--- src/rtl/lii_arb_pkg.sv ---
// ----------------------------------------------------------------------------
// lii_arb_pkg
// Shared types and helpers for the LII router arbiters.
//   arb_state_e : arbiter packet state (IDLE / LOCKED)
//   clog2_min1  : index width for n requesters, never less than 1 bit
//   onehot      : one-hot vector with bit idx set (0 when idx >= n)
// ----------------------------------------------------------------------------
package lii_arb_pkg;

    // Widest requester count the onehot helper can encode.
    localparam int MAX_N = 32;

    typedef enum logic {
        IDLE   = 1'b0,
        LOCKED = 1'b1
    } arb_state_e;

    function automatic int clog2_min1(input int n);
        return (n <= 1) ? 1 : $clog2(n);
    endfunction

    function automatic logic [MAX_N-1:0] onehot(input int unsigned idx, input int unsigned n);
        logic [MAX_N-1:0] v;
        v = '0;
        if (idx < n) begin
            v = {{(MAX_N-1){1'b0}}, 1'b1} << idx;
        end
        return v;
    endfunction

endpackage

--- src/rtl/lii_wrr_lock_arb_if.sv ---
// ----------------------------------------------------------------------------
// lii_wrr_lock_arb_if
// Request/grant bundle between N requesters and the weighted round-robin
// lock arbiter.
//   req     N     per-requester request
//   last    N     per-requester last-beat flag, qualified by req
//   weight  N*WW  packets per turn, field i = weight[i*WW +: WW]
//   accept  1     downstream takes the granted beat
//   gnt     N     one-hot grant
//   gnt_v   1     any grant
//   gnt_idx PW    index of granted requester (0 when gnt_v = 0)
//   locked  1     arbiter holds a multi-beat packet
// master: requester/downstream side.  slave: arbiter side.
// ----------------------------------------------------------------------------
interface lii_wrr_lock_arb_if
    import lii_arb_pkg::*;
#(
    parameter int N  = 4,
    parameter int WW = 4
);
    localparam int PW = clog2_min1(N);

    logic [N-1:0]    req;
    logic [N-1:0]    last;
    logic [N*WW-1:0] weight;
    logic            accept;
    logic [N-1:0]    gnt;
    logic            gnt_v;
    logic [PW-1:0]   gnt_idx;
    logic            locked;

    modport master (
        output req, last, weight, accept,
        input  gnt, gnt_v, gnt_idx, locked
    );

    modport slave (
        input  req, last, weight, accept,
        output gnt, gnt_v, gnt_idx, locked
    );

endinterface

--- src/rtl/lii_rr_pick.sv ---
// ----------------------------------------------------------------------------
// lii_rr_pick
// Combinational rotating-priority picker: grants the first set request
// starting at position ptr and wrapping N-1 -> 0.
//   req   in  N   requests
//   ptr   in  PW  highest-priority position
//   gnt   out N   one-hot grant (0 when no request)
//   idx   out PW  index of the grant (0 when no request)
//   found out 1   a request was granted
// ----------------------------------------------------------------------------
module lii_rr_pick
    import lii_arb_pkg::*;
#(
    parameter  int N  = 4,
    localparam int PW = clog2_min1(N)
) (
    input  logic [N-1:0]  req,
    input  logic [PW-1:0] ptr,
    output logic [N-1:0]  gnt,
    output logic [PW-1:0] idx,
    output logic          found
);

    logic [PW-1:0] pos;

    always_comb begin
        // NOTE: every output of a combinational block gets a default before
        // any conditional assignment; otherwise a latch is inferred.
        gnt   = '0;
        idx   = '0;
        found = 1'b0;
        pos   = '0;
        for (int k = 0; k < N; k++) begin
            pos = PW'((int'(ptr) + k) % N);
            if (!found && req[pos]) begin
                found    = 1'b1;
                idx      = pos;
                gnt[pos] = 1'b1;
            end
        end
    end

endmodule

--- src/rtl/lii_wrr_lock_arb.sv ---
// ----------------------------------------------------------------------------
// lii_wrr_lock_arb
// N-way weighted round-robin arbiter with packet lock (LII router output).
// Each requester may complete up to max(weight,1) packets in a row before
// priority moves past it. With LOCK=1 a multi-beat packet keeps the grant
// until its last beat. The grant is combinational from registered state.
//   clk   in  clock
//   rstn  in  asynchronous active-low reset
//   bus   slave modport of lii_wrr_lock_arb_if (req/last/weight/accept in,
//         gnt/gnt_v/gnt_idx/locked out)
// ----------------------------------------------------------------------------
module lii_wrr_lock_arb
    import lii_arb_pkg::*;
#(
    parameter int N    = 4,
    parameter int WW   = 4,
    parameter bit LOCK = 1'b1
) (
    input  logic               clk,
    input  logic               rstn,
    lii_wrr_lock_arb_if.slave  bus
);

    localparam int             PW      = clog2_min1(N);
    localparam logic [WW:0]    CNT_ONE = (WW+1)'(1);

    arb_state_e    state_q, state_d;
    logic [PW-1:0] hold_idx_q, hold_idx_d;
    logic [PW-1:0] ptr_q, ptr_d;
    logic [WW-1:0] cnt_q, cnt_d;

    logic [N-1:0]  pick_gnt;
    logic [PW-1:0] pick_idx;
    logic          pick_found;

    logic [N-1:0]  gnt;
    logic          gnt_v;
    logic [PW-1:0] sel_idx;
    logic          sel_last;
    logic          xfer;
    logic          done;
    logic [WW:0]   w_eff;
    logic [WW:0]   base_p1;

    logic [WW-1:0] weight_arr [N];

    for (genvar i = 0; i < N; i++) begin : g_weight
        assign weight_arr[i] = bus.weight[i*WW +: WW];
    end

    lii_rr_pick #(.N(N)) u_pick (
        .req   (bus.req),
        .ptr   (ptr_q),
        .gnt   (pick_gnt),
        .idx   (pick_idx),
        .found (pick_found)
    );

    // While LOCKED only the holder is eligible; if it drops req the grant
    // goes away but the lock stays.
    always_comb begin
        gnt     = pick_gnt;
        gnt_v   = pick_found;
        sel_idx = pick_idx;
        if (state_q == LOCKED) begin
            gnt     = N'(onehot(32'(hold_idx_q), N)) & bus.req;
            gnt_v   = bus.req[hold_idx_q];
            sel_idx = hold_idx_q;
        end
    end

    assign bus.gnt     = gnt;
    assign bus.gnt_v   = gnt_v;
    assign bus.gnt_idx = gnt_v ? sel_idx : '0;
    assign bus.locked  = (state_q == LOCKED);

    assign xfer     = gnt_v & bus.accept;
    assign sel_last = bus.last[sel_idx];
    // Without locking every beat is a whole packet.
    assign done     = xfer & (!LOCK || sel_last);

    // Turn accounting is done one bit wider than cnt so base+1 never wraps.
    always_comb begin
        w_eff = {1'b0, weight_arr[sel_idx]};
        if (weight_arr[sel_idx] == '0) begin
            w_eff = CNT_ONE;
        end
        base_p1 = (sel_idx == ptr_q) ? ({1'b0, cnt_q} + CNT_ONE) : CNT_ONE;
    end

    always_comb begin
        state_d    = state_q;
        hold_idx_d = hold_idx_q;
        ptr_d      = ptr_q;
        cnt_d      = cnt_q;

        if (xfer) begin
            case (state_q)
                IDLE: begin
                    if (LOCK && !sel_last) begin
                        state_d    = LOCKED;
                        hold_idx_d = sel_idx;
                    end
                end
                LOCKED: begin
                    if (sel_last) begin
                        state_d = IDLE;
                    end
                end
                default: state_d = IDLE;
            endcase
        end

        if (done) begin
            if (base_p1 >= w_eff) begin
                cnt_d = '0;
                ptr_d = (sel_idx == PW'(N-1)) ? '0 : sel_idx + PW'(1);
            end else begin
                cnt_d = base_p1[WW-1:0];
                ptr_d = sel_idx;
            end
        end
    end

    always_ff @(posedge clk or negedge rstn) begin
        // NOTE: state registers use non-blocking assignments so every flop
        // samples the pre-edge values regardless of statement order.
        if (!rstn) begin
            state_q    <= IDLE;
            hold_idx_q <= '0;
            ptr_q      <= '0;
            cnt_q      <= '0;
        end else begin
            state_q    <= state_d;
            hold_idx_q <= hold_idx_d;
            ptr_q      <= ptr_d;
            cnt_q      <= cnt_d;
        end
    end

endmodule
--- src/flat_wrapper.sv ---
// flat-port wrapper written by rule: the top's interface ports become plain ports
module lii_wrr_lock_arb_flat import lii_arb_pkg::*;
#(
    parameter int N    = 4,
    parameter int WW   = 4,
    parameter bit LOCK = 1'b1
)
  (clk, rstn, bus_req, bus_last, bus_weight, bus_accept, bus_gnt, bus_gnt_v, bus_gnt_idx, bus_locked);
  lii_wrr_lock_arb_if #(.N(N), .WW(WW)) bus_i ();
  input  logic clk;
  input  logic rstn;
  input wire logic [$bits(bus_i.req)-1:0] bus_req;
  input wire logic [$bits(bus_i.last)-1:0] bus_last;
  input wire logic [$bits(bus_i.weight)-1:0] bus_weight;
  input wire logic [$bits(bus_i.accept)-1:0] bus_accept;
  output wire logic [$bits(bus_i.gnt)-1:0] bus_gnt;
  output wire logic [$bits(bus_i.gnt_v)-1:0] bus_gnt_v;
  output wire logic [$bits(bus_i.gnt_idx)-1:0] bus_gnt_idx;
  output wire logic [$bits(bus_i.locked)-1:0] bus_locked;
  assign bus_i.req = bus_req;
  assign bus_i.last = bus_last;
  assign bus_i.weight = bus_weight;
  assign bus_i.accept = bus_accept;
  assign bus_gnt = bus_i.gnt;
  assign bus_gnt_v = bus_i.gnt_v;
  assign bus_gnt_idx = bus_i.gnt_idx;
  assign bus_locked = bus_i.locked;
  lii_wrr_lock_arb #(.N(N), .WW(WW), .LOCK(LOCK)) u_core (.clk(clk), .rstn(rstn), .bus(bus_i));
endmodule
--- config.mk ---
export PLATFORM = sky130hd
export DESIGN_NAME = lii_wrr_lock_arb_flat
export DESIGN_NICKNAME = d
export VERILOG_FILES = /design/src/rtl/lii_arb_pkg.sv /design/src/rtl/lii_wrr_lock_arb_if.sv /design/src/rtl/lii_rr_pick.sv /design/src/rtl/lii_wrr_lock_arb.sv /design/src/flat_wrapper.sv
export SDC_FILE = /design/constraint.sdc
export NUM_CORES = 1
export LEC_CHECK = 0
export BUFFER_PORTS_ARGS = -buffer_cell sky130_fd_sc_hd__buf_4
export CORE_UTILIZATION = 54
export DETAILED_ROUTE_END_ITERATION = 16
export PLACE_DENSITY = 0.81
export SLEW_MARGIN = 20
export SYNTH_ARGS = -nofsm -noshare
export SYNTH_HDL_FRONTEND = slang
export SYNTH_SLANG_ARGS = --single-unit
--- constraint.sdc ---
create_clock -name clk -period 9.69 [get_ports clk]
set_input_delay 0.969 -clock clk [delete_from_list [all_inputs] [get_ports clk]]
set_output_delay 0.969 -clock clk [all_outputs]
set_load 0.02 [all_outputs]
# After elaboration in Yosys (flattened, before gate mapping)
# Index checks and enable logic that the tools add are counted.
[word_totals]
wordCells = 91
output_inout_bits = 8
register_bits = 9
inputBits = 27
[classes]
add_sub_neg = 5
bitwise_logic = 9
order_cmp = 12
n_eq_ne = 2
n_reduce_logical = 12
n_mux = 46
shifts = 1
[ops]
columns = ["cell", "n"]
rows = [
  ["$mux W4", 10],
  ["$lt A2 B3 Y1 const B", 6],
  ["$mux W1", 16],
  ["$mux W2", 8],
  ["$bmux W1 S2", 6],
  ["$or A4 B4 Y4", 3],
  ["$bmux W4 S2", 1],
  ["$demux W1 S2", 4],
  ["$ge A2 B1 Y1 const B", 4],
  ["$logic_and A1 B1 Y1", 7],
  ["$add A4 B1 Y5 const B", 1],
  ["$ge A5 B4 Y1", 1],
  ["$mux W5", 1],
  ["$add A2 B1 Y2 const B", 2],
  ["$add A2 B2 Y2 const B", 2],
  ["$and A4 B4 Y4", 1],
  ["$logic_not A4 Y1", 1],
  ["$shl A1 B2 Y4 const A", 1],
  ["$ge A3 B3 Y1 const B", 1],
  ["$logic_not A1 Y1", 3],
  ["$not A2 Y3", 1],
  ["$reduce_and A3 Y1", 1],
  ["$and A1 B1 Y1", 2],
  ["$eq A2 B2 Y1", 1],
  ["other kinds (2)", 3],
]

# Logic depth before layout (Yosys ltp)
# Gate-level depths: netlist of run 1.
[logic_depth]
depth_word = 21
mapped_depth = 22
depth_no_buf = 18

# Cells and area by module
# Synthesis of run 1 repeated with hierarchy kept, for this count alone.
[unflattened]
hier_cells = 154
area_unflattened_um2 = 1500.2
[modules_own_cells]
columns = ["module", "area_per_inst_um2", "seq_area_each_um2", "cells_per_inst", "n_inst"]
rows = [
  ["lii_wrr_lock_arb", 1078.5, 225.2, 109, 1],
  ["lii_rr_pick", 421.7, 0.0, 45, 1],
]

# Worst setup path before layout of run 1
# Ideal clock, no wire load.
[synth_timing]
path_type = "input-to-reg"
from = "input bus_req[1]"
to = "register u_core.ptr_q[1]"
stages = 15
t_required_ns = 9.562
setup_ns = 0.128
arrival_ns = 4.184
n_path_buf = 1
path_slack_ns = 5.378
path_cell_list = "mux4_2 -> nor2b_4 -> o21a_1 -> o31a_2 -> buf_6 -> mux4_2 -> a31o_1 -> ha_1 -> nand2b_1 -> a21o_1 -> a21o_1 -> a21oi_1 -> o21a_1 -> mux2i_1 -> a211oi_1"
[synth_via]
elab_chain_cells = 21
elab_cells_between_ends = 43
cone_classes = "1 x add/sub; 1 x order compare; 2 x eq/ne; 29 x mux; 3 x bitwise; 7 x reduce/logical"
[synth_lines]
columns = ["element", "line_no", "source"]
rows = [
  ["start, declared", "flat_wrapper.sv:12", "input wire logic [$bits(bus_i.req)-1:0] bus_req;"],
  ["$bmux W1 S2", "lii_rr_pick.sv:35", "if (!found && req[pos]) begin"],
  ["$mux W1 (implied by the code)", "lii_rr_pick.sv:35", ""],
  ["$mux W1", "lii_rr_pick.sv:35", ""],
  ["$logic_not A1 Y1", "lii_rr_pick.sv:35", ""],
  ["$logic_and A1 B1 Y1", "lii_rr_pick.sv:35", ""],
  ["$mux W1", "lii_rr_pick.sv:35", ""],
  ["$logic_not A1 Y1", "lii_rr_pick.sv:35", ""],
  ["$logic_and A1 B1 Y1", "lii_rr_pick.sv:35", ""],
  ["[... 4 more ...]", "--", ""],
  ["$mux W2", "lii_wrr_lock_arb.sv:65", "if (state_q == LOCKED) begin"],
  ["$not A2 Y3 (implied by the code)", "lii_wrr_lock_arb.sv:84, lii_wrr_lock_arb.sv:85", ""],
  ["$bmux W4 S2", "lii_wrr_lock_arb.sv:84, lii_wrr_lock_arb.sv:85", ""],
  ["$mux W4 (implied by the code) (2 in a row)", "lii_wrr_lock_arb.sv:84, lii_wrr_lock_arb.sv:85", ""],
  ["$logic_not A4 Y1", "lii_wrr_lock_arb.sv:85", "if (weight_arr[sel_idx] == '0) begin"],
  ["$mux W4", "lii_wrr_lock_arb.sv:85", ""],
  ["$ge A5 B4 Y1", "lii_wrr_lock_arb.sv:115", "if (base_p1 >= w_eff) begin"],
  ["$mux W2", "lii_wrr_lock_arb.sv:115", ""],
  ["end signal, assigned", "lii_wrr_lock_arb.sv:136", "ptr_q <= ptr_d;"],
  ["end, declared", "lii_wrr_lock_arb.sv:29", "logic [PW-1:0] ptr_q, ptr_d;"],
]
# Several ways; a longest one is shown, not always the timed one. The select of a mux whose other input is x is not followed.
# A chain may end at the register's enable or synchronous reset.

# Final worst setup path of run 1
[layout_timing]
from = "register u_core.ptr_q[0]"
to = "register u_core.ptr_q[1]"
[layout_via]
elab_chain_cells = 21
elab_cells_between_ends = 44
cone_classes = "4 x add/sub; 1 x order compare; 2 x eq/ne; 27 x mux; 3 x bitwise; 7 x reduce/logical"
[layout_lines]
columns = ["element"]
rows = [
  ["parallel branches: the longest is 21 deep, another holds $add A2 B1 Y2"],
]
# Parallel ways; which one is timed is not known. The select of a mux whose other input is x is not followed.

==> results of run 1 <==
synthesized netlist by cell type, drive strengths merged, types with 3 or more instances:
| library cell | number | area share, % |
|---|---|---|
| dfrtp | 9 | 15 |
| nand2b | 5 | 2.0 |
| a21boi | 3 | 1.5 |
| a211oi | 3 | 1.5 |
| and2 | 6 | 2.6 |
| nor2 | 12 | 2.9 |
| buf | 11 | 5.3 |
| a21oi | 9 | 3.2 |
| inv | 10 | 2.5 |
| mux2i | 13 | 8.5 |
| o32ai | 3 | 1.7 |
| o21ai | 7 | 2.3 |
| o22ai | 3 | 1.6 |
| a21o | 3 | 1.5 |
| nand4 | 3 | 1.2 |
| nand2 | 12 | 2.9 |
| a22oi | 7 | 5.2 |
| nand3 | 4 | 1.3 |
| mux4 | 4 | 5.9 |
| mux2 | 9 | 6.6 |
| ha | 9 | 7.4 |
| a221oi | 4 | 2.3 |
layer usage:
layer | vias to the layer above | wire (µm) | track usage (%)
met2 | 63 | 2044 | 45.78
li1 | 732 | - | -
met4 | 0 | 66 | 7.143
met3 | 9 | 221 | 1.639
met5 | - | 0 | 0
met1 | 770 | 1774 | 38.73
worst min path at each step:
stage	start	endpoint	slack (ns)
after floorplan	u_core.cnt_q[1]	u_core.cnt_q[1]	0.48
after global placement	u_core.cnt_q[1]	u_core.cnt_q[1]	0.51
after detailed placement	u_core.cnt_q[1]	u_core.cnt_q[1]	0.55
after CTS	rstn	u_core.cnt_q[2]	0.51
after global routing	rstn	u_core.bus.locked	0.52
final	rstn	u_core.cnt_q[0]	0.51
stage by stage:
stage / instance area [µm²] / std cells / hold slack (ns)
after detailed placement: 1733 / 229 / 0.5506
final: 1760 / 233 / 0.5090
after global routing: 1760 / 233 / 0.5224
after global placement: 1733 / 229 / 0.5101
after floorplan: 1529 / 178 / 0.4759
after CTS: 1760 / 233 / 0.5105
where the power goes:
| part | leakage (nW) | internal, mW | switching (mW) |
|---|---|---|---|
| logic | 0.712 | 0.238 | 0.292 |
| clock network | 0.0177 | 0.0153 | 0.0155 |
| registers | 0.111 | 0.0555 | 0.0482 |
cells by family after synthesis:
| kind of cell | synth area share [%] |
|---|---|
| AND/OR/NAND/NOR | 20.05 |
| multiplexers | 21.03 |
| adder cells (fa/ha/maj) | 7.365 |
| AO/OA/AOI/OAI | 28.56 |
| flip-flops | 14.73 |
| buffers and inverters | 8.265 |
layout make-up:
class	count	area, µm²
clock buffers	3	22.52
well taps	30	37.54
flip-flops and latches	9	225.2
inverters	10	37.54
repair buffers	34	255.2
fillers	227	807.0
multi-input cells	146	1177
clock inverters	1	5.005
flip-flops by register name, indices dropped and copies added (netlist names):
register	cells
u_core.cnt_q	4
u_core.bus.locked	1
u_core.ptr_q	2
u_core.hold_idx_q	2
cell usage in the layout, fill, tap and decap left out, types with 2 or more instances in the layout:
cell type	count
buf_4	34
mux2i_1	13
nand2_1	12
nor2_1	12
inv_1	10
mux2_2	9
ha_1	9
dfrtp_1	9
a21oi_1	8
o21ai_0	6
and2_1	5
nand2b_1	5
a22oi_1	5
mux4_2	4
nand3_1	4
a221oi_1	4
o32ai_1	3
a211oi_1	3
a21boi_0	3
nand4_1	3
a21o_1	3
clkbuf_4	3
o21a_1	2
nor3_1	2
o22ai_1	2
nor3b_1	2
and3b_1	2
o211ai_1	2
a22oi_4	2
==> impl_metrics.yaml, run 1 <==
outcome:
  status: "completed"
sta:
  rsz0062_at_grt: "false"
  layout_setup_ws_ns: 4.485
  timing.fmax_mhz: 192.1
  setup_viol_count_final: 0
  slew_headroom_pct: 56.02
  hold_violations: 0
  fin_setup_tns_ns: 0
  final-max-slew-violation-count: 0
  fin_crit_sh_pct: 53.71
  skew_ns: 0.001824
  worstMarginPinSlew_ns: 0.6597
  period_needed_ns: 5.205
final_layout:
  antenna_cells: 0
  syn2layout_area_growth_pct: 15.14
  fin_nets: 240
  drive_above_1_share_pct: 29.06
  utilization_pct: 68.57
global_route:
  grtUsageTotal_pct: 27.48
  antenna_found_initial: 0
  grt_max_degree: 20
  grt_pass1_vias: 1463
  grt-ovfl-total: 0
  grt_pass1_wl_mm: 6.927
setup_path:
  cp_data_required_time_ns: 9.81
  critical_path_depth: 16
  crit_end: "u_core.ptr_q[1]"
  cpPeakStageDelay_ns: 0.76
  rrSetupSlack_ns: 4.49
  slowest_stage: "dfrtp_1"
  worst_setup_path_end_kind: "register"
  crit_family: "compound AO/OA/AOI/OAI gates"
  reg2reg_from: "u_core.ptr_q[0]"
  critical_path_class: "register to register"
  crit_chain: "inv_1, ha_1, mux4_2, nor2b_4, o21a_1, o31a_2, mux4_2, a31o_1, ha_1, nand2b_1, a21o_1, a21o_1, a21oi_1, o21a_1, mux2i_1, a211oi_1"
  cp.buffers_inverters: 1
  worstPathMaxFanout: 18
  critPathLaunch: "u_core.ptr_q[0]"
  r2r_end: "u_core.ptr_q[1]"
  arrival_ns: 5.32
  rr_worst_depth: 16
  critPathLaunchType: "register"
floorplan:
  num_rows: 18
  start_util_pct: 59.55
  dieArea_um2: 3048
  ioPinCount: 35
  dieHeight_um: 55.21
  dieWidth_um: 55.21
  core-area_um2: 2567
drt:
  viasPerCell: 6.755
  routedWlPerCell_um: 17.63
  drc: 0
  drt_pass1_iterations: 4
  ant_nets: 0
  drt-total-wl_mm: 4.107
  drt_iter0_markers: 95
  via_count: 1574
clock_network:
  cts_buffers: 3
  path_clk_slew_ns: 0.07
  worstSkewPairLatency_ns: 0.27
  htreeDepth: 1
  cts_root_buffer: "clkbuf_4"
  tritoncts: "yes"
  cts_resized: 0
  postCtsSetupRepairBufs: 0
  cts.sinks: 9
  clock_path_buffers: 2
  postCtsHoldBufs: 0
logic_synthesis:
  postSynthNetCount: 214
  synthFlopType: "dfrtp_1"
  synthCells: 178
  synth-seq-cells: 9
  synth-edff-count: 0
  yosysSeqAreaShare_pct: 14.73
  synth-async-reset-ratio_pct: 100.0
  avgSynthCellArea_um2: 8.590
  syn-cell-area_um2: 1529
  ys_types: 52
  ys.warnings.count: 0
flow_run:
  cap_violations: 0
worst_hold_path:
  hold_class: "input pin to async pin"
placement:
  port_buffers: 34
  dp_slack_ns: 4.715
  place_congestion: 0.8740
  dp_hpwl_mm: 3.130
power:
  powerDensity_nw_per_um2: 377.7
  p_leak_nw: 0.8401
  vdd_drop_max_uv: 258.6
  p_total_mw: 0.6650
(Power assumes the default switching activity.)
==> run 2, diff against run 1 <==
- clock period: 9.69 -> 4.81 ns (I/O delays scaled with it)
==> impl_metrics.yaml, run 2 (synthesis gave the netlist of run 1 again) <==
drt:
  routedWlPerCell_um: 17.91
  drt_iter0_markers: 94
  ant_nets: 0
  via_count: 1570
  drt-total-wl_mm: 4.245
  drt_pass1_iterations: 4
  viasPerCell: 6.624
  drc: 0
global_route:
  use_met3_pct: 3.747
  use_met2_pct: 45.96
  grt_pass1_vias: 1447
  top_usage_layer: "met2"
  grt_max_degree: 20
  grt_pass1_wl_mm: 6.879
  met1_usage_pct: 38.86
  grtUsageTotal_pct: 27.89
  grt-ovfl-total: 0
  antenna_found_initial: 0
power:
  p_leak_nw: 0.8563
  pwr-share-seq_pct: 11.1
  intPower_mw: 0.6478
  clkPwrFrac_pct: 4.7
  switching_share_pct: 52.64
  power.switching_mw: 0.7200
  comb_power_share_pct: 84.1
  powerDensity_nw_per_um2: 764.5
  vdd_drop_max_uv: 510.3
sta:
  period_needed_ns: 4.533
  skew_ns: 0.02011
  setup_viol_count_final: 0
  fin_setup_tns_ns: 0
  final-max-slew-violation-count: 0
  hold_violations: 0
  slew_headroom_pct: 57.04
  rsz0062_at_grt: "false"
  fin_crit_sh_pct: 94.24
  timing.fmax_mhz: 220.6
  worstMarginPinSlew_ns: 0.6444
floorplan:
  dieHeight_um: 55.21
  ioPinCount: 35
  start_util_pct: 59.55
  num_rows: 18
  dieArea_um2: 3048
  core-area_um2: 2567
  dieWidth_um: 55.21
clock_network:
  postCtsSetupRepairBufs: 0
  tritoncts: "yes"
  cts.sinks: 9
  cts_root_buffer: "clkbuf_4"
  path_clk_slew_ns: 0.08
  clock_path_buffers: 2
  postCtsHoldBufs: 0
  cts_resized: 0
  cts_buffers: 3
  worstSkewPairLatency_ns: 0.28
  htreeDepth: 1
setup_path:
  critPathLaunchType: "register"
  cp_data_required_time_ns: 4.95
  slowest_stage: "a22oi_4"
  critical_path_class: "register to register"
  reg2reg_from: "u_core.ptr_q[0]"
  crit_chain: "inv_1, ha_1, a211oi_1, o211ai_1, a22oi_4, mux2_2, a21oi_1, a31o_1, ha_1, nand2b_1, a21o_1, a21o_1, a21oi_1, o21a_1, mux2i_1, a211oi_1"
  cpPeakStageDelay_ns: 0.55
  crit_family: "compound AO/OA/AOI/OAI gates"
  critPathLaunch: "u_core.ptr_q[0]"
  cp.buffers_inverters: 1
  arrival_ns: 4.67
  worst_setup_path_end_kind: "register"
  worstPathMaxFanout: 19
final_layout:
  final_cell_mix: "buf_4, mux2i_1, nand2_1, nor2_1, inv_1"
  fin_nets: 244
  largest_register: "u_core.cnt_q"
  largest_register_ffs: 4
  final_area_um2: 1789
  drive_above_1_share_pct: 29.95
  reg.largest.list: "u_core.cnt_q: 4 flops, u_core.hold_idx_q: 2 flops, u_core.ptr_q: 2 flops"
  syn2layout_area_growth_pct: 17.02
  antenna_cells: 0
  final_common_cell: "buf_4"
placement:
  placed_cell_area_um2: 1763
  port_buffers: 34
  dp_hpwl_mm: 3.362
  place_congestion: 0.8996
outcome:
  status: "completed"
worst_hold_path:
  hold_class: "input pin to async pin"
flow_run:
  cap_violations: 0
run 2: worst paths after layout:
path	end	slack (ns)	cells after the start
worst max-delay path	u_core.ptr_q[1]	0.28	16
worst min-delay path	u_core.cnt_q[2]	0.007	1
worst max register to register	u_core.ptr_q[1]	0.28	16
worst min register to register	u_core.cnt_q[1]	0.57	2
max in group asynchronous	u_core.hold_idx_q[1]	4.64	1
min in group clk	u_core.cnt_q[1]	0.57	2
run 2: power groups by stage:
stage	Sequential, mW	Clock [mW]	Combinational, mW
after CTS	0.151	0.0651	1.13
after global routing	0.157	0.0688	1.24
final	0.152	0.0646	1.15
after global placement	0.150	0	1.09
after detailed placement	0.153	0	1.12
after floorplan	0.157	0	0.880
run 2: layout make-up:
cell class / instances / area (µm²)
multi-input combinational: 146 / 1177
sequential: 9 / 225.2
tap: 30 / 37.54
fill: 215 / 778.2
timing repair buffer: 38 / 285.3
inverter: 10 / 37.54
clock buffer: 4 / 26.28
run 2: per-stage QoR:
step | util, % | hold WS (ns) | setup WS, ns | total power, mW | cells
2_1_floorplan | - | 0.1854 | 0.5739 | 1.037 | 178
3_3_place_gp | 68.66 | 0.3105 | 0.6001 | 1.238 | 233
3_5_place_dp | 68.66 | 0.3152 | 0.3854 | 1.276 | 233
4_1_cts | 69.69 | 0.01107 | 0.3612 | 1.351 | 237
5_1_grt | 69.69 | 0.01331 | 0.03543 | 1.461 | 237
6_report | 69.69 | 0.006834 | 0.2770 | 1.368 | 237
run 2: per-layer routing:
layer	wire length (µm)	vias up
li1	-	738
met1	1830	760
met2	2079	67
met3	291	5
met4	43	0
met5	0	-
